`src/rtl/pipe_hazard_ctrl_pkg.sv`:
```
// pipe_hazard_ctrl_pkg: forwarding select codes and controller FSM states
package pipe_hazard_ctrl_pkg;
    localparam logic [1:0] FWD_REG   = 2'b00;
    localparam logic [1:0] FWD_MALU  = 2'b01;
    localparam logic [1:0] FWD_MDOUT = 2'b10;
    localparam logic [1:0] FWD_WR    = 2'b11;
    typedef enum logic {S_HOLD = 1'b0, S_RUN = 1'b1} state_t;
endpackage

```
`src/rtl/pipe_hazard_ctrl_fwd_sel.sv`:
```
// pipe_hazard_ctrl_fwd_sel: ALU operand bypass selector for one Ex source register
// Ports: i_use/i_src = Ex operand read flag and register; i_m_* = Mem producer;
//        i_w_* = Wr producer; o_fwd = bypass mux select (FWD_* codes)
module pipe_hazard_ctrl_fwd_sel
    import pipe_hazard_ctrl_pkg::*;
(
    input  logic       i_use,
    input  logic [4:0] i_src,
    input  logic       i_m_regwr,
    input  logic       i_m_memtoreg,
    input  logic [4:0] i_m_rw,
    input  logic       i_w_regwe,
    input  logic [4:0] i_w_rw,
    output logic [1:0] o_fwd
);
    // Mem is checked before Wr so the youngest producer wins; $0 never forwards
    assign o_fwd = (!i_use || i_src == 5'd0)        ? FWD_REG :
                   (i_m_regwr && i_m_rw == i_src)   ? (i_m_memtoreg ? FWD_MDOUT : FWD_MALU) :
                   (i_w_regwe && i_w_rw == i_src)   ? FWD_WR : FWD_REG;
endmodule

```
`src/rtl/pipe_hazard_ctrl.sv`:
```
// pipe_hazard_ctrl: hazard, forwarding and flush control for the five-stage pipeline
// Ports: Clk/Rst = clock, sync active-high reset; Rs/Rt/UseRs/UseRt = ID sources;
//        E_*/M_*/W_* = downstream producer info; PCSrc = Mem redirect;
//        PC_WE/IF_ID_WE/*_Flush = pipeline register control; FwdA/FwdB = ALU bypass
//        selects; StallCnt/FlushCnt = saturating debug event counters
module pipe_hazard_ctrl
    import pipe_hazard_ctrl_pkg::*;
#(
    parameter int HOLD_CYCLES = 2,
    parameter int CNT_W       = 16
) (
    input  logic             Clk,
    input  logic             Rst,
    input  logic [4:0]       Rs,
    input  logic [4:0]       Rt,
    input  logic             UseRs,
    input  logic             UseRt,
    input  logic [4:0]       E_Rw,
    input  logic             E_RegWr,
    input  logic             E_MemtoReg,
    input  logic [4:0]       M_Rw,
    input  logic             M_RegWr,
    input  logic             M_MemtoReg,
    input  logic [4:0]       W_Rw,
    input  logic             W_RegWE,
    input  logic             PCSrc,
    output logic             PC_WE,
    output logic             IF_ID_WE,
    output logic             IF_ID_Flush,
    output logic             ID_Ex_Flush,
    output logic             Ex_Mem_Flush,
    output logic [1:0]       FwdA,
    output logic [1:0]       FwdB,
    output logic [CNT_W-1:0] StallCnt,
    output logic [CNT_W-1:0] FlushCnt
);
    localparam int HC_W = (HOLD_CYCLES > 1) ? $clog2(HOLD_CYCLES) : 1;
    state_t          r_state, w_state_nxt;
    logic [HC_W-1:0] r_hold_cnt, w_hold_cnt_nxt;
    logic [4:0]      r_e_rs, r_e_rt;
    logic            r_e_use_rs, r_e_use_rt;
    logic            w_hold, w_lu, w_stall_inc, w_flush_inc;
    logic [1:0]      w_fwd_a, w_fwd_b;

    always_ff @(posedge Clk) begin
        if (Rst) begin
            r_state    <= S_HOLD;
            r_hold_cnt <= HC_W'(HOLD_CYCLES - 1);
        end else begin
            r_state    <= w_state_nxt;
            r_hold_cnt <= w_hold_cnt_nxt;
        end
    end

    always_comb begin
        w_state_nxt    = r_state;
        w_hold_cnt_nxt = r_hold_cnt;
        if (r_state == S_HOLD) begin
            if (r_hold_cnt == '0) w_state_nxt = S_RUN;
            else w_hold_cnt_nxt = r_hold_cnt - 1'b1;
        end
    end

    // Reset acts like HOLD in its own cycle so the pipeline is quiesced immediately
    assign w_hold = Rst || r_state == S_HOLD;
    assign w_lu   = E_MemtoReg && E_RegWr && E_Rw != 5'd0 &&
                    ((UseRs && Rs == E_Rw) || (UseRt && Rt == E_Rw));

    // A redirect squashes the stalled instruction anyway, so it overrides load-use
    assign PC_WE        = !w_hold && (PCSrc || !w_lu);
    assign IF_ID_WE     = PC_WE;
    assign IF_ID_Flush  = w_hold || PCSrc;
    assign ID_Ex_Flush  = w_hold || PCSrc || w_lu;
    assign Ex_Mem_Flush = w_hold || PCSrc;
    assign w_stall_inc  = !w_hold && !PCSrc && w_lu;
    assign w_flush_inc  = !w_hold && PCSrc;

    // Ex source tracking: a bubble carries no register reads
    always_ff @(posedge Clk) begin
        if (Rst || ID_Ex_Flush) begin
            r_e_rs     <= '0;
            r_e_rt     <= '0;
            r_e_use_rs <= 1'b0;
            r_e_use_rt <= 1'b0;
        end else begin
            r_e_rs     <= Rs;
            r_e_rt     <= Rt;
            r_e_use_rs <= UseRs;
            r_e_use_rt <= UseRt;
        end
    end

    always_ff @(posedge Clk) begin
        if (Rst) begin
            StallCnt <= '0;
            FlushCnt <= '0;
        end else begin
            if (w_stall_inc && StallCnt != '1) StallCnt <= StallCnt + 1'b1;
            if (w_flush_inc && FlushCnt != '1) FlushCnt <= FlushCnt + 1'b1;
        end
    end

    pipe_hazard_ctrl_fwd_sel u_fwd_a (
        .i_use(r_e_use_rs), .i_src(r_e_rs),
        .i_m_regwr(M_RegWr), .i_m_memtoreg(M_MemtoReg), .i_m_rw(M_Rw),
        .i_w_regwe(W_RegWE), .i_w_rw(W_Rw), .o_fwd(w_fwd_a)
    );

    pipe_hazard_ctrl_fwd_sel u_fwd_b (
        .i_use(r_e_use_rt), .i_src(r_e_rt),
        .i_m_regwr(M_RegWr), .i_m_memtoreg(M_MemtoReg), .i_m_rw(M_Rw),
        .i_w_regwe(W_RegWE), .i_w_rw(W_Rw), .o_fwd(w_fwd_b)
    );

    assign FwdA = Rst ? FWD_REG : w_fwd_a;
    assign FwdB = Rst ? FWD_REG : w_fwd_b;
endmodule

```
`config.mk`:
```
export PLATFORM = sky130hd
export DESIGN_NAME = pipe_hazard_ctrl
export DESIGN_NICKNAME = d
export VERILOG_FILES = /design/src/rtl/pipe_hazard_ctrl_pkg.sv /design/src/rtl/pipe_hazard_ctrl_fwd_sel.sv /design/src/rtl/pipe_hazard_ctrl.sv
export SDC_FILE = /design/constraint.sdc
export NUM_CORES = 1
export LEC_CHECK = 0
export CAP_MARGIN = 10
export CORE_ASPECT_RATIO = 0.8
export CORE_MARGIN = 2
export CORE_UTILIZATION = 47
export DETAILED_ROUTE_END_ITERATION = 12
export GPL_TIMING_DRIVEN = 0
export PLACE_DENSITY = 0.85
export SLEW_MARGIN = 0
export SYNTH_ARGS = -nofsm -noshare
export SYNTH_HDL_FRONTEND = slang
export SYNTH_SLANG_ARGS = --single-unit
```
`constraint.sdc`:
```
create_clock -name Clk -period 2.9 [get_ports Clk]
set_input_delay 0.58 -clock Clk [delete_from_list [all_inputs] [get_ports Clk]]
set_output_delay 0.58 -clock Clk [all_outputs]
set_load 0.1 [all_outputs]
```
# Word level (Yosys, flattened, before mapping)

Cells that the tools add are included.

Flip-flop bits (word level): 46
Output and inout port bits: 41
Bits in read-only memories: 0
Word-level logic and storage cells: 63
Input port bits: 35
Bits in writable memories: 0
Memories kept: 0
Bits in latches: 0

$lt $le $gt $ge: 0
Equal/unequal tests: 8
Reduce and logical (&&, ||, !) cells: 31
$add $sub $neg: 3
Bitwise operators: 1
Shift operators: 0
Divide/modulo/power cells: 0
Mux-type cells: 12
$mul: 0

Operator list:

| operator              | count |
|---|---|
| $add 16x1->16 const B | 2 |
| $ne 16x16->1 const B  | 2 |
| $eq 5x5->1            | 6 |
| $mux 2                | 9 |
| $logic_and 1x1->1     | 15 |
| $logic_not 5->1       | 2 |
| $logic_or 1x1->1      | 8 |
| $logic_not 1->1       | 5 |
| $reduce_bool 5->1     | 1 |
| $mux 1                | 3 |
| $not 1->1             | 1 |
| $sub 1x1->1 const B   | 1 |

# Longest topological paths before layout

Depth in word-level cells: 7
Depth in mapped cells: 7
Gate-level depth less buffers: 6

# By module

A second synthesis with hierarchy kept.

Cells, all modules: 283
Area total of the unflattened synthesis: 2,483.6 sq um

Modules (own cells, without submodules):

| module                   | seq. area each (sq um) | cells an instance | area each (sq um) | times used |
|---|---|---|---|---|
| pipe_hazard_ctrl         | 920.9                  | 241               | 2,168.3           | 1 |
| pipe_hazard_ctrl_fwd_sel | 0.0                    | 21                | 157.7             | 2 |

# Worst setup path before layout

OpenSTA, ideal clock, no wires.

Path kind: input -> output
From: input Rs[1]
To: output PC_WE
Arrival: 2,632 ps
Required time: 2,320 ps
Path buffers: 2
Cell stages on the path: 6
Path slack: -312 ps
Cells stage by stage: xnor2_1 > and2_0 > a32oi_1 > clkbuf_1 > o41a_1 > buf_4

Word-level cells in the longest chain between the ends: 7

Ends and longest elaborated chain:

| item              | line                   | source |
|---|---|---|
| start, declared   | pipe_hazard_ctrl.sv:14 | `input logic [4:0] Rs,` |
| $eq 5x5->1        | pipe_hazard_ctrl.sv:67 | `((UseRs && Rs == E_Rw) \|\| (UseRt && Rt == E_Rw));` |
| $logic_and 1x1->1 | pipe_hazard_ctrl.sv:67 |  |
| $logic_or 1x1->1  | pipe_hazard_ctrl.sv:67 |  |
| $logic_and 1x1->1 | pipe_hazard_ctrl.sv:66 | `assign w_lu = E_MemtoReg && E_RegWr && E_Rw != 5'd0 &&` |
| $logic_not 1->1   | pipe_hazard_ctrl.sv:70 | `assign PC_WE = !w_hold && (PCSrc \|\| !w_lu);` |
| $logic_or 1x1->1  | pipe_hazard_ctrl.sv:70 |  |
| $logic_and 1x1->1 | pipe_hazard_ctrl.sv:70 |  |
| end, declared     | pipe_hazard_ctrl.sv:27 | `output logic PC_WE,` |

No other way between the ends.

# Final worst setup path

From: input M_Rw[3]
To: output FwdA[1]

Word-level cells in the longest chain between the ends: 5

Ends and longest elaborated chain:

| item              | line                           | source |
|---|---|---|
| start, declared   | pipe_hazard_ctrl.sv:21         | `input logic [4:0] M_Rw,` |
| $eq 5x5->1        | pipe_hazard_ctrl_fwd_sel.sv:18 | `(i_m_regwr && i_m_rw == i_src) ? (i_m_memtoreg ? FWD_MDOUT : FWD_MALU) :` |
| $logic_and 1x1->1 | pipe_hazard_ctrl_fwd_sel.sv:18 |  |
| $mux 2            | pipe_hazard_ctrl_fwd_sel.sv:18 |  |
| $mux 2            | pipe_hazard_ctrl_fwd_sel.sv:17 | `assign o_fwd = (!i_use \|\| i_src == 5'd0) ? FWD_REG :` |
| $mux 2            | pipe_hazard_ctrl.sv:115        | `assign FwdA = Rst ? FWD_REG : w_fwd_a;` |
| end, declared     | pipe_hazard_ctrl.sv:32         | `output logic [1:0] FwdA,` |

No other way between the ends.

==> flow_summary.toml <==
[clock_network]
clock_path_buffers = 2
path_clk_slew_ps = 90
htreeDepth = 2
clkLatencyLatePin_ps = 310
cts_buffers = 5
clkSinkCount = 46
cts_tree = "built"
cts_root_buf = "clkbuf_8"

[cells_and_area]
final_cell_area_um2 = 3518
nets = 410
utilization = 0.6947
n_antenna_cell = 0
drive_gt1_frac = 0.1176
syn_to_final_growth_pct = 41.45
fin_cells = 436

[worst_setup_path]
worst-setup-path-type = "input pin to output port"
cp.arrival_ps = 2260
cp_max_fo = 2
critPathSlowestCell = "clkdlybuf4s50_1"
cpPeakStageDelay_ps = 450
crit_path_cell_trace = "clkdlybuf4s50_1, xor2_1, nor4_1, and3_2, mux2i_2, nor2_2, buf_6"
worstRegToRegCells = 7
startpoint_type = "input pin"
cp.required_ps = 2320
startpoint = "M_Rw[3]"
worstSetupEndpoint = "FwdA[1]"
rr_startpoint = "StallCnt[1]"
reg2reg_setup_slack_ps = 600
endpoint_kind = "output port"
rr_endpoint = "StallCnt[5]"

[global_routing]
grt_pass1_vias = 2381
antenna_found_initial = 0
grt_pass1_wl_mm = 11.26
grt_max_degree = 15
grtUsageTotal = 0.2335
grt.overflow.total = 0

[sta]
finClkSkew_ps = 9.458
finalHoldViolCount = 0
finalSetupViolations = 0
finalMaxSlewViolations = 0
fmax_mhz = 352.0
relSlewSlack = 0.3458
worstMarginPinSlew_ps = 978.2
period_needed_ps = 2841
fin_crit_sh = 0.9796
holdWs_ps = 479.3

[placed_design]
dp.cells = 426
gp_congestion = 0.8645
io_buffer_count = 75
hpwl_mm = 5.067
postPlaceCellArea_um2 = 3327

[synthesis]
ys_warn_count = 0
yosysSeqAreaShare = 0.3702
syn-num-nets = 326
yosys-top-cells-area = "dfxtp_1 (37%), xor2_1 (8.8%), a21oi_1 (4.4%)"
synth_edf_count = 0
synth.avg_cell_area_um2 = 8.607
synth.most_common_cell = "dfxtp_1"
synth_top_area_cell = "dfxtp_1"
synth_top_area_frac = 0.3702
ys_types = 41
synthTopCellsByCount = "dfxtp_1 (46), xor2_1 (25), a21oi_1 (22)"
synth_ff_type = "dfxtp_1"
async_flop_share = 0
syn-instance-count = 289
ys_ff_latch = 46
syn_area_um2 = 2487

[power]
leakage_nw = 1.266
powerDensity_nw_per_um2 = 369.5
p_total_mw = 1.300
peakVddDrop_v = 0.0002821

[floorplan]
ios = 76
rows = 23
coreArea_um2 = 5065
dieArea_um2 = 5894
die_y_um = 69.07
die_w_um = 85.34
initial_utilization = 0.4911

[routing]
post_drt_wl_per_cell_um = 16.14
via_count = 2543
ant_nets = 0
via_per_inst = 5.833
drt_first_iter_violations = 131
routed_wirelength_mm = 7.038
firstDrtPassIters = 5
drc_errors = 0

[run_status]
status = "finished, final reports clean"

[worst_hold_path]
hold_path.class = "flip-flop to flip-flop"
hold_depth = 1

[run]
max-cap-violations = 0
## cell usage in the layout, fill, tap and decap left out, types with 8 or more instances in the layout
master,netlist,layout
nand3_1,10,10
nor2_1,14,10
dlygate4sd2_1,0,8
and2_1,14,14
or3_1,11,11
xor2_1,25,25
a21oi_1,22,22
nor4_1,9,8
inv_1,12,11
clkdlybuf4s50_1,0,52
or4_1,13,13
o31ai_1,11,11
dfxtp_1,46,46
and3_1,9,8
nand2_1,14,14
o21ai_0,10,10
## critical path, delay by kind of cell
family	cells	cell delay (ps)
buffers and inverters	2	640
XOR/XNOR	1	180
AND/OR/NAND/NOR	3	620
multiplexers	1	240
## flip-flops by register name, indices dropped and copies added (netlist names)
name        cells
FlushCnt       16
StallCnt       16
r_e_rs          5
r_e_rt          5
r_e_use_rs      1
r_e_use_rt      1
r_hold_cnt      1
r_state         1
## timing repair
item	4_1_cts	5_1_grt
hold buffers	0	0
gates resized for setup	80	15
pin swaps	5	5
setup buffers	3	1
endpoints found under the hold margin	0	0
setup endpoints to repair	9	6
## layout make-up
cell class	instances	area (µm²)
clock buffer	6	72.57
clock inverter	2	37.54
timing repair buffer	79	803.3
multi-input combinational	219	1514
fill	393	1546
inverter	12	45.04
sequential	46	920.9
buffer	10	47.55
tap	62	77.57
## how the worst min path moves through the flow
stage	from	end	slack (ps)
after floorplan	r_hold_cnt	r_state	410
after global placement	r_hold_cnt	r_state	410
after detailed placement	r_hold_cnt	r_state	440
after CTS	r_hold_cnt	r_state	450
after global routing	r_hold_cnt	r_state	480
final	r_hold_cnt	r_state	480
## per-layer routing
layer	global-route usage	up-vias	wire [µm]
li1	-	1233	-
met1	0.3245	1196	3162
met2	0.3637	97	3274
met3	0.03832	17	438
met4	0.08466	0	163
met5	0	-	0
## metrics by stage
stage	setup TNS [ps]	worst slack, ps
floorplan	-76.68	-76.68
global placement	-6949	-1290
detailed placement	-7270	-1342
CTS	-16.25	-16.25
global route	-10.40	-10.40
finish	0	59.13
## cell families (layout without fill, tap and decap cells)
| group | count (synthesis) | after routing | synth area share |
|---|---|---|---|
| AOI/OAI and AO/OA | 61 | 61 | 0.1585 |
| xor gates and xnor gates | 32 | 32 | 0.1127 |
| adders and majority gates | 2 | 2 | 0.01006 |
| buffers and inverters | 24 | 109 | 0.03973 |
| DFF | 46 | 46 | 0.3702 |
| muxes | 10 | 10 | 0.04225 |
| and+or+nand+nor | 114 | 114 | 0.2666 |
## where the power goes
part | internal (mW) | leakage (nW) | switching, mW | total (mW)
Combinational | 0.0797 | 0.843 | 0.0971 | 0.177
Sequential | 0.638 | 0.372 | 0.00694 | 0.645
Clock | 0.257 | 0.0514 | 0.221 | 0.479
Total | 0.975 | 1.27 | 0.325 | 1.30
Note: power is estimated with default switching activity, not from simulation.
